File: config.mk
export PLATFORM = sky130hd
export DESIGN_NAME = srm_core
export DESIGN_NICKNAME = d
export VERILOG_FILES = /design/src/rtl/srm_core.sv
export SDC_FILE = /design/constraint.sdc
export NUM_CORES = 1
export LEC_CHECK = 0
export ABC_AREA = 0
export CAP_MARGIN = 20
export CORE_AREA = 5 5 151 225
export CTS_CLUSTER_SIZE = 40
export DETAILED_ROUTE_END_ITERATION = 16
export DIE_AREA = 0 0 156 230
export MAX_ROUTING_LAYER = met4
export PLACE_DENSITY_LB_ADDON = 0.1
export SYNTH_ARGS = -nofsm -noshare
export SYNTH_HDL_FRONTEND = slang
export SYNTH_SLANG_ARGS = --single-unit
File: constraint.sdc
create_clock -name clk -period 6.9 [get_ports clk]
set_input_delay 1.035 -clock clk [delete_from_list [all_inputs] [get_ports clk]]
set_output_delay 1.035 -clock clk [all_outputs]
set_load 0.05 [all_outputs]
File: src/rtl/srm_core.sv
// Simple RISC multicycle core: 16-bit datapath, 8 registers, single shared memory port.
// The controller steps through FETCH/DECODE/LOADA/LOADB/EXEC/WRITE/ADDR/MEM/HALT.
module srm_core #(
  parameter int unsigned ADDR_W   = 9,
  parameter int unsigned RESET_PC = 0
) (
  input  logic              clk,
  input  logic              reset,
  output logic [1:0]        mem_cmd,
  output logic [ADDR_W-1:0] mem_addr,
  output logic [15:0]       mem_wdata,
  input  logic [15:0]       mem_rdata,
  input  logic              mem_ready,
  output logic [15:0]       out,
  output logic              N,
  output logic              V,
  output logic              Z,
  output logic              halted,
  output logic [ADDR_W-1:0] pc
);

  localparam logic [1:0] MNone  = 2'b00;
  localparam logic [1:0] MRead  = 2'b01;
  localparam logic [1:0] MWrite = 2'b10;

  typedef enum logic [3:0] {
    StReset, StFetch, StDecode, StLoadA, StLoadB, StExec, StWrite, StAddr, StMem, StHalt
  } state_t;

  state_t            state_q, state_d;
  logic [15:0]       ir_q, a_q, b_q, c_q, mdr_q;
  logic [15:0]       rf_q [8];
  logic [ADDR_W-1:0] pc_q, daddr_q;
  logic              n_q, v_q, z_q;

  logic [2:0]        opcode, rn, rd, rm;
  logic [1:0]        op, sh;
  logic [15:0]       sximm8, sh_b, alu_res;
  logic [ADDR_W-1:0] br_off, off5;
  logic              is_movi, is_movr, is_alu, is_cmp, is_ldr, is_str, is_br, is_halt;
  logic              br_taken, sub_ovf;

  assign opcode = ir_q[15:13];
  assign op     = ir_q[12:11];
  assign rn     = ir_q[10:8];
  assign rd     = ir_q[7:5];
  assign sh     = ir_q[4:3];
  assign rm     = ir_q[2:0];
  assign sximm8 = {{8{ir_q[7]}}, ir_q[7:0]};
  assign br_off = ADDR_W'($signed(ir_q[7:0]));
  assign off5   = ADDR_W'($signed(ir_q[4:0]));

  assign is_movi = (opcode == 3'b110) && (op == 2'b10);
  assign is_movr = (opcode == 3'b110) && (op == 2'b00);
  assign is_alu  = (opcode == 3'b101);
  assign is_cmp  = is_alu && (op == 2'b01);
  assign is_ldr  = (opcode == 3'b011);
  assign is_str  = (opcode == 3'b100);
  assign is_br   = (opcode == 3'b001);
  assign is_halt = (opcode == 3'b111);

  always_comb begin
    br_taken = 1'b0;
    unique case (rn)
      3'b000:  br_taken = 1'b1;
      3'b001:  br_taken = z_q;
      3'b010:  br_taken = ~z_q;
      default: br_taken = 1'b0;
    endcase
  end

  always_comb begin
    sh_b = b_q;
    unique case (sh)
      2'b00: sh_b = b_q;
      2'b01: sh_b = {b_q[14:0], 1'b0};
      2'b10: sh_b = {1'b0, b_q[15:1]};
      2'b11: sh_b = {b_q[15], b_q[15:1]};
      default: sh_b = b_q;
    endcase
  end

  always_comb begin
    alu_res = sh_b;
    if (is_alu) begin
      unique case (op)
        2'b00: alu_res = a_q + sh_b;
        2'b01: alu_res = a_q - sh_b;
        2'b10: alu_res = a_q & sh_b;
        2'b11: alu_res = ~sh_b;
        default: alu_res = sh_b;
      endcase
    end
  end

  assign sub_ovf = (a_q[15] ^ sh_b[15]) & (alu_res[15] ^ a_q[15]);

  // State register
  always_ff @(posedge clk or posedge reset) begin
    if (reset) begin
      state_q <= StReset;
    end else begin
      state_q <= state_d;
    end
  end

  // Next-state logic
  always_comb begin
    state_d = state_q;
    unique case (state_q)
      StReset:  state_d = StFetch;
      StFetch:  state_d = mem_ready ? StDecode : StFetch;
      StDecode: begin
        if (is_movi)                      state_d = StWrite;
        else if (is_movr)                 state_d = StLoadB;
        else if (is_alu)                  state_d = (op == 2'b11) ? StLoadB : StLoadA;
        else if (is_ldr || is_str)        state_d = StLoadA;
        else if (is_halt)                 state_d = StHalt;
        else                              state_d = StFetch;
      end
      StLoadA:  state_d = (is_ldr || is_str) ? StAddr : StLoadB;
      StLoadB:  state_d = is_str ? StMem : StExec;
      StExec:   state_d = is_cmp ? StFetch : StWrite;
      StWrite:  state_d = StFetch;
      StAddr:   state_d = is_ldr ? StMem : StLoadB;
      StMem:    state_d = mem_ready ? (is_ldr ? StWrite : StFetch) : StMem;
      StHalt:   state_d = StHalt;
      default:  state_d = StReset;
    endcase
  end

  // Output logic
  always_comb begin
    mem_cmd  = MNone;
    mem_addr = pc_q;
    if (state_q == StFetch) begin
      mem_cmd = MRead;
    end else if (state_q == StMem) begin
      mem_cmd  = is_str ? MWrite : MRead;
      mem_addr = daddr_q;
    end
  end

  assign mem_wdata = b_q;
  assign halted    = (state_q == StHalt);
  assign out       = c_q;
  assign N         = n_q;
  assign V         = v_q;
  assign Z         = z_q;
  assign pc        = pc_q;

  // Datapath registers
  always_ff @(posedge clk or posedge reset) begin
    if (reset) begin
      pc_q    <= ADDR_W'(RESET_PC);
      ir_q    <= '0;
      a_q     <= '0;
      b_q     <= '0;
      c_q     <= '0;
      mdr_q   <= '0;
      daddr_q <= '0;
      n_q     <= 1'b0;
      v_q     <= 1'b0;
      z_q     <= 1'b0;
      for (int i = 0; i < 8; i++) rf_q[i] <= '0;
    end else begin
      unique case (state_q)
        StFetch:  if (mem_ready) ir_q <= mem_rdata;
        StDecode: pc_q <= pc_q + ADDR_W'(1) + ((is_br && br_taken) ? br_off : '0);
        StLoadA:  a_q <= rf_q[rn];
        StLoadB:  b_q <= is_str ? rf_q[rd] : rf_q[rm];
        StExec: begin
          if (is_cmp) begin
            z_q <= (alu_res == 16'h0000);
            n_q <= alu_res[15];
            v_q <= sub_ovf;
          end else begin
            c_q <= alu_res;
          end
        end
        StAddr:   daddr_q <= a_q[ADDR_W-1:0] + off5;
        StMem:    if (mem_ready && is_ldr) mdr_q <= mem_rdata;
        StWrite: begin
          if (is_movi)     rf_q[rn] <= sximm8;
          else if (is_ldr) rf_q[rd] <= mdr_q;
          else             rf_q[rd] <= c_q;
        end
        default: ;
      endcase
    end
  end

endmodule
Word level (Yosys, flattened, before mapping) --
Cells that the tools add are included.
Cells by class: add/subtract/negate cells 5, order comparisons 5, equality and inequality tests 23, multiplexer cells 43, bitwise operators 10, reductions and logical operators 18
Operator list (number):
- bitwise mux 128 bit | 3
- 2-to-1 mux 128 bit | 2
- 2-to-1 mux 16 bit | 10
- binary-select mux 16 bit (select 3 bit) | 3
- one-hot mux 16 bit (4 select lines) | 2
- demux 16 bit (select 3 bit) | 2
- one-hot mux 4 bit (9 select lines) | 1
- 2-to-1 mux 4 bit | 8
- 2-to-1 mux 9 bit | 3
- adder 9 bit | 2
- adder 16 bit | 1
- AND 16 bit | 1
- equality test 4 x 3 -> 1 bit, second input constant | 4
- zero test 16 bit | 1
- NOT 16 bit | 1
- subtractor 16 bit | 1
- equality test 3 bit, second input constant | 4
- greater-or-equal comparator 4 bit, second input constant | 3
- NOT 3 -> 4 bit | 3
- 2-to-1 mux 2 bit | 5
- adder 9 x 1 -> 9 bit, second input constant | 1
- 2-to-1 mux 3 bit | 3
- equality test 2 bit, second input constant | 4
- equality test 4 x 2 -> 1 bit, second input constant | 2
- other kinds (17) | 34
Word-level totals: register bits after elaboration 233, bits of input ports 19, output and inout port bits 56

Depth between registers and ports, before layout --
depth in word-level cells 8, gate-level depth with buffers 19, depth with buffers taken out 17

Worst setup path after synthesis --
No wires, ideal clock.
path kind register -> register, from register ir_q[4], to register n_q (netlist: N), library setup time 0.125 ns, data arrival time 3.656 ns, required time 6.775 ns, slack 3.119 ns, stages on the path, launching flop included 20, period minus slack after synthesis 3.781 ns, path through dfrtp_1 -> buf_6 -> buf_8 -> buf_4 -> a22o_1 -> inv_1 -> ha_1 -> nand3_1 -> nor2_1 -> a21oi_1 -> xor2_1 -> ha_1 -> a41o_1 -> a21oi_1 -> inv_1 -> nor3_1 -> o21ai_1 -> xnor2_1 -> a221oi_2 -> mux2_2
On the way: word-level cells in the longest chain between the ends 5
Ends and longest elaborated chain:
- start: declaration | RTL line 31 | logic [15:0] ir_q, a_q, b_q, c_q, mdr_q;
- start signal: assignment | RTL line 168 | StFetch: if (mem_ready) ir_q <= mem_rdata;
- equality test 2 bit (tied with other cells) | RTL line 74 | unique case (sh)
- one-hot mux 16 bit (4 select lines) (*) | RTL line 74
- subtractor 16 bit (tied with other cells) | RTL line 88 | 2'b01: alu_res = a_q - sh_b;
- one-hot mux 16 bit (4 select lines) | RTL line 86 | unique case (op)
- 2-to-1 mux 16 bit (*) | RTL line 85 | if (is_alu) begin
- end signal: assignment | RTL line 175 | n_q <= alu_res[15];
- end: declaration | RTL line 34 | logic n_q, v_q, z_q;
Every way passes the cells marked *; elsewhere a longest branch is shown, timed or not. A chain may end at the register's enable or synchronous reset.

Worst setup path after layout --
Ends and elaborated chain as after synthesis.

==> results.md <==
* First-pass GRT wire length at between 80 and 90 mm
* Post-synthesis cell count at ~1,700
* FMAX at 212.2 MHz
* Worst reg2reg path depth at 17
* Number of diodes at 0
* Layout Cell Area excl Fill at 0.01760 mm^2
* Placed instance area at 0.01675 mm^2
* Remaining Overflow, GRT at 0
* Final Max Tran Viols at 0
* Mapped Nets at between 1,500 and 2,000
* CP max stage cell: dfrtp_2
* Crit path launch: ir_q[4]
* Clk root buf: clkbuf_16
* Reg2reg start: ir_q[4]
* Max_cap viols at 0
* Vias in the first global route at 13,430
* Critical path endpoint category: flop
* Initial drt markers at 1,322
* Post-synth cell types at 82
* # hold bufs at CTS at 0
* Hold Violations, Final at 0
* Vias per inst at roughly 6.5
* Wire length per cell at 26.56 um
* Layout cells sized above 1 at 14.34%
* Final setup vio count at 0
* Gr busiest metal: met2
* Global-route usage over all layers at a little under a third
* Port buffer count at 74
* Die X at 156 um
* Clock Pin Slew Worst Setup and Hold Paths at roughly 0.06 ns
* Placer congestion estimate at between 0.9 and 1
* Vias at about 14,000
* Avg Cell Area, Syn at between 9 and 10 um^2
* Synth Warn # at 0
* Clock latency on the worst-skew pair at 0.54 ns
* Worst Skew at ~0.019 ns
* Critical path required time at 7.32 ns
* Final worst path period need at between 4 and 5 ns
* Total power at 8.785 mW
* Async SR Flop Fraction at 100.0%
* Worst min path class: reg2reg
* Hold_ws at 0.4969 ns
* Worst setup SP type: flop
* WS Path Type: reg2reg
* Num rows at 80
* Peak fanout along the critical path at 47
* Antenna-violating nets left at 0
* Headroom to the max-slew limit at roughly 23%
* Worst Path Arrival at around 5.1 ns
* Clock buffer depth at 3
* CTS tree: built
* Routed WL at 55.69 mm
* LEAKAGE at 7.154 nW
* Residual DRC at 0
* WHS Path Cells at 2
* Grt met2 use at 51.97%
* Hold path endpoint: V
* Register area share after synthesis at 37.31%
* Max stage delay on crit path at 1.07 ns
* Post-synthesis cell area at 0.01563 mm^2
* Met3 Track Usage GR at 3.762%
* Nets at 1,728
* Reg-to-Reg End: N
* Flops & latches, synth at 233
* Initial antenna violation count at 0
* HPWL after DPL at 37.18 mm
* Post-CTS sizing at 0
* Worst-margin pin slew at 1.157 ns
* Layout area overhead at 12.63%
* # IOs at 75
* CP Cell Sequence: nor2_1 > a22o_1 > inv_1 > ha_1 > nand3_1 > nor2_1 > a21oi_1 > xor2_1 > ha_1 > a41o_1 > a21oi_1 > inv_1 > nor3_1 > o21ai_1 > xnor2_1 > a221oi_2 > mux2_2
* Htree depth at 1
* Clock sinks at 233
* Die Span Y at 230 um
* Pre-antenna DRT Iters at 5
* Min-delay src: V
* Post-synth EDFFs at 0
* Setup_tns at 0 ns
* Largest net degree at the start of global routing at 125
* RSZ-0062 raised after global routing: false
* Die footprint at 0.03588 mm^2
* Outcome: completed
* Core Area at 0.03173 mm^2
* Initial core utilization at around half
* Top_reg_cell synth: dfrtp_1
* CTS buffer count at 25
* Postcts setup bufs at 0
* PD cells at approximately 500 mW/mm^2
* GR Util met1 at 38.26%
* Final period utilization at just under 70%
* Maximum VDD drop at 0.2119 mV
* FF-to-FF setup slack at 2.19 ns
-- cell type report --
class	instances	area (um^2)
sequential	233	5837
inverter	32	123.9
clock buffer	35	733.2
tap	410	513.0
multi-input combinational	1263	9205
fill	2872	14130
timing repair buffer	117	1076
clock inverter	7	112.6
-- cells in the final DEF, fill, tap and decap left out, types with 34 or more instances in the layout --
cell / n
a21oi_1: 126
a22oi_1: 56
buf_4: 42
clkdlybuf4s50_1: 74
dfrtp_1: 228
ha_1: 34
mux2i_1: 73
mux4_2: 84
nand2_1: 299
nor2_1: 57
o21ai_0: 70
o21ai_1: 120
-- worst max-delay path, delay by kind of cell, from the launching register on --
family / cells / cell delay [ns]
buffers and inverters: 2 / 0.19
adders and majority gates: 2 / 0.57
muxes: 1 / 0.33
xor gates and xnor gates: 2 / 0.48
AOI/OAI and AO/OA: 6 / 1.14
DFF: 1 / 1.07
and+or+nand+nor: 4 / 0.78
-- flip-flops by register name (all words and copies together), names as in the netlist --
signal and cells:
a_q 16, state_q 4, daddr_q 9, N 1
pc 9, out 16, V 1, Z 1
mem_wdata 16, mdr_q 16, ir_q 16, rf_q 128
-- metal layers --
layer	share of wire [%]	vias to the layer above
li1	-	6082
met4	5.5	0
met5	0	-
met2	50	645
met3	7.0	182
met1	37	6740
-- metrics by stage --
stage	setup slack, ns	util (%)	instances
2_1_floorplan	2.815	-	1650
3_3_place_gp	2.290	52.80	2055
3_5_place_dp	2.211	52.80	2055
4_1_cts	2.220	55.47	2097
5_1_grt	1.897	55.47	2097
6_report	2.188	55.47	2097
-- kinds of logic after synthesis --
family                     after synthesis  share of synthesized area [%]
and+or+nand+nor                        499                          14.33
AOI/OAI and AO/OA                      489                          18.78
DFF                                    233                          37.31
muxes                                  205                          20.58
buffers and inverters                  154                          4.043
adders and majority gates               37                          3.107
xor gates and xnor gates                33                          1.849
-- worst max-delay path by stage --
stage                   end  slack [ns]  cells past startpoint
CTS                       N        2.22                     17
detailed placement  out[15]        2.21                     17
finish                    N        2.19                     17
global placement          N        2.29                     17
floorplan                 N        2.82                      1
global route              N        1.90                     17
-- power breakdown --
part	leakage (nW)	internal [mW]	switching [mW]
combinational	3.59	1.94	3.17
sequential	3.14	1.72	0.532
clock	0.416	0.846	0.581
total	7.15	4.50	4.28
-- synthesized netlist by cell type (all sizes together) (3+ instances only) --
library cell,n,area [um^2]
a211o,3,26.28
a211oi,15,122.6
a21boi,3,22.52
a21o,8,60.06
a21oi,126,630.6
a22oi,57,441.7
a31oi,3,18.77
and2,17,106.4
and3,7,43.79
and4b,3,30.03
buf,27,155.1
clkbuf,95,356.6
dfrtp,233,5831
fa,3,60.06
ha,34,425.4
inv,31,116.4
mux2,43,499.2
mux2i,78,825.8
mux4,84,1892
nand2,300,1126
nand2b,21,131.4
nand3,13,65.06
nand3b,3,22.52
nand4,8,50.05
nor2,66,255.2
nor2b,17,106.4
nor3,20,115.1
nor3b,3,22.52
nor4,5,37.53
nor4bb,3,30.03
o211ai,10,75.07
o21a,10,75.07
o21ai,194,978.5
o22ai,20,125.1
o31ai,16,125.1
o32a,3,30.03
or2,4,25.03
xnor2,19,166.4
xor2,14,122.6
Note: power is estimated with default switching activity, not from simulation.
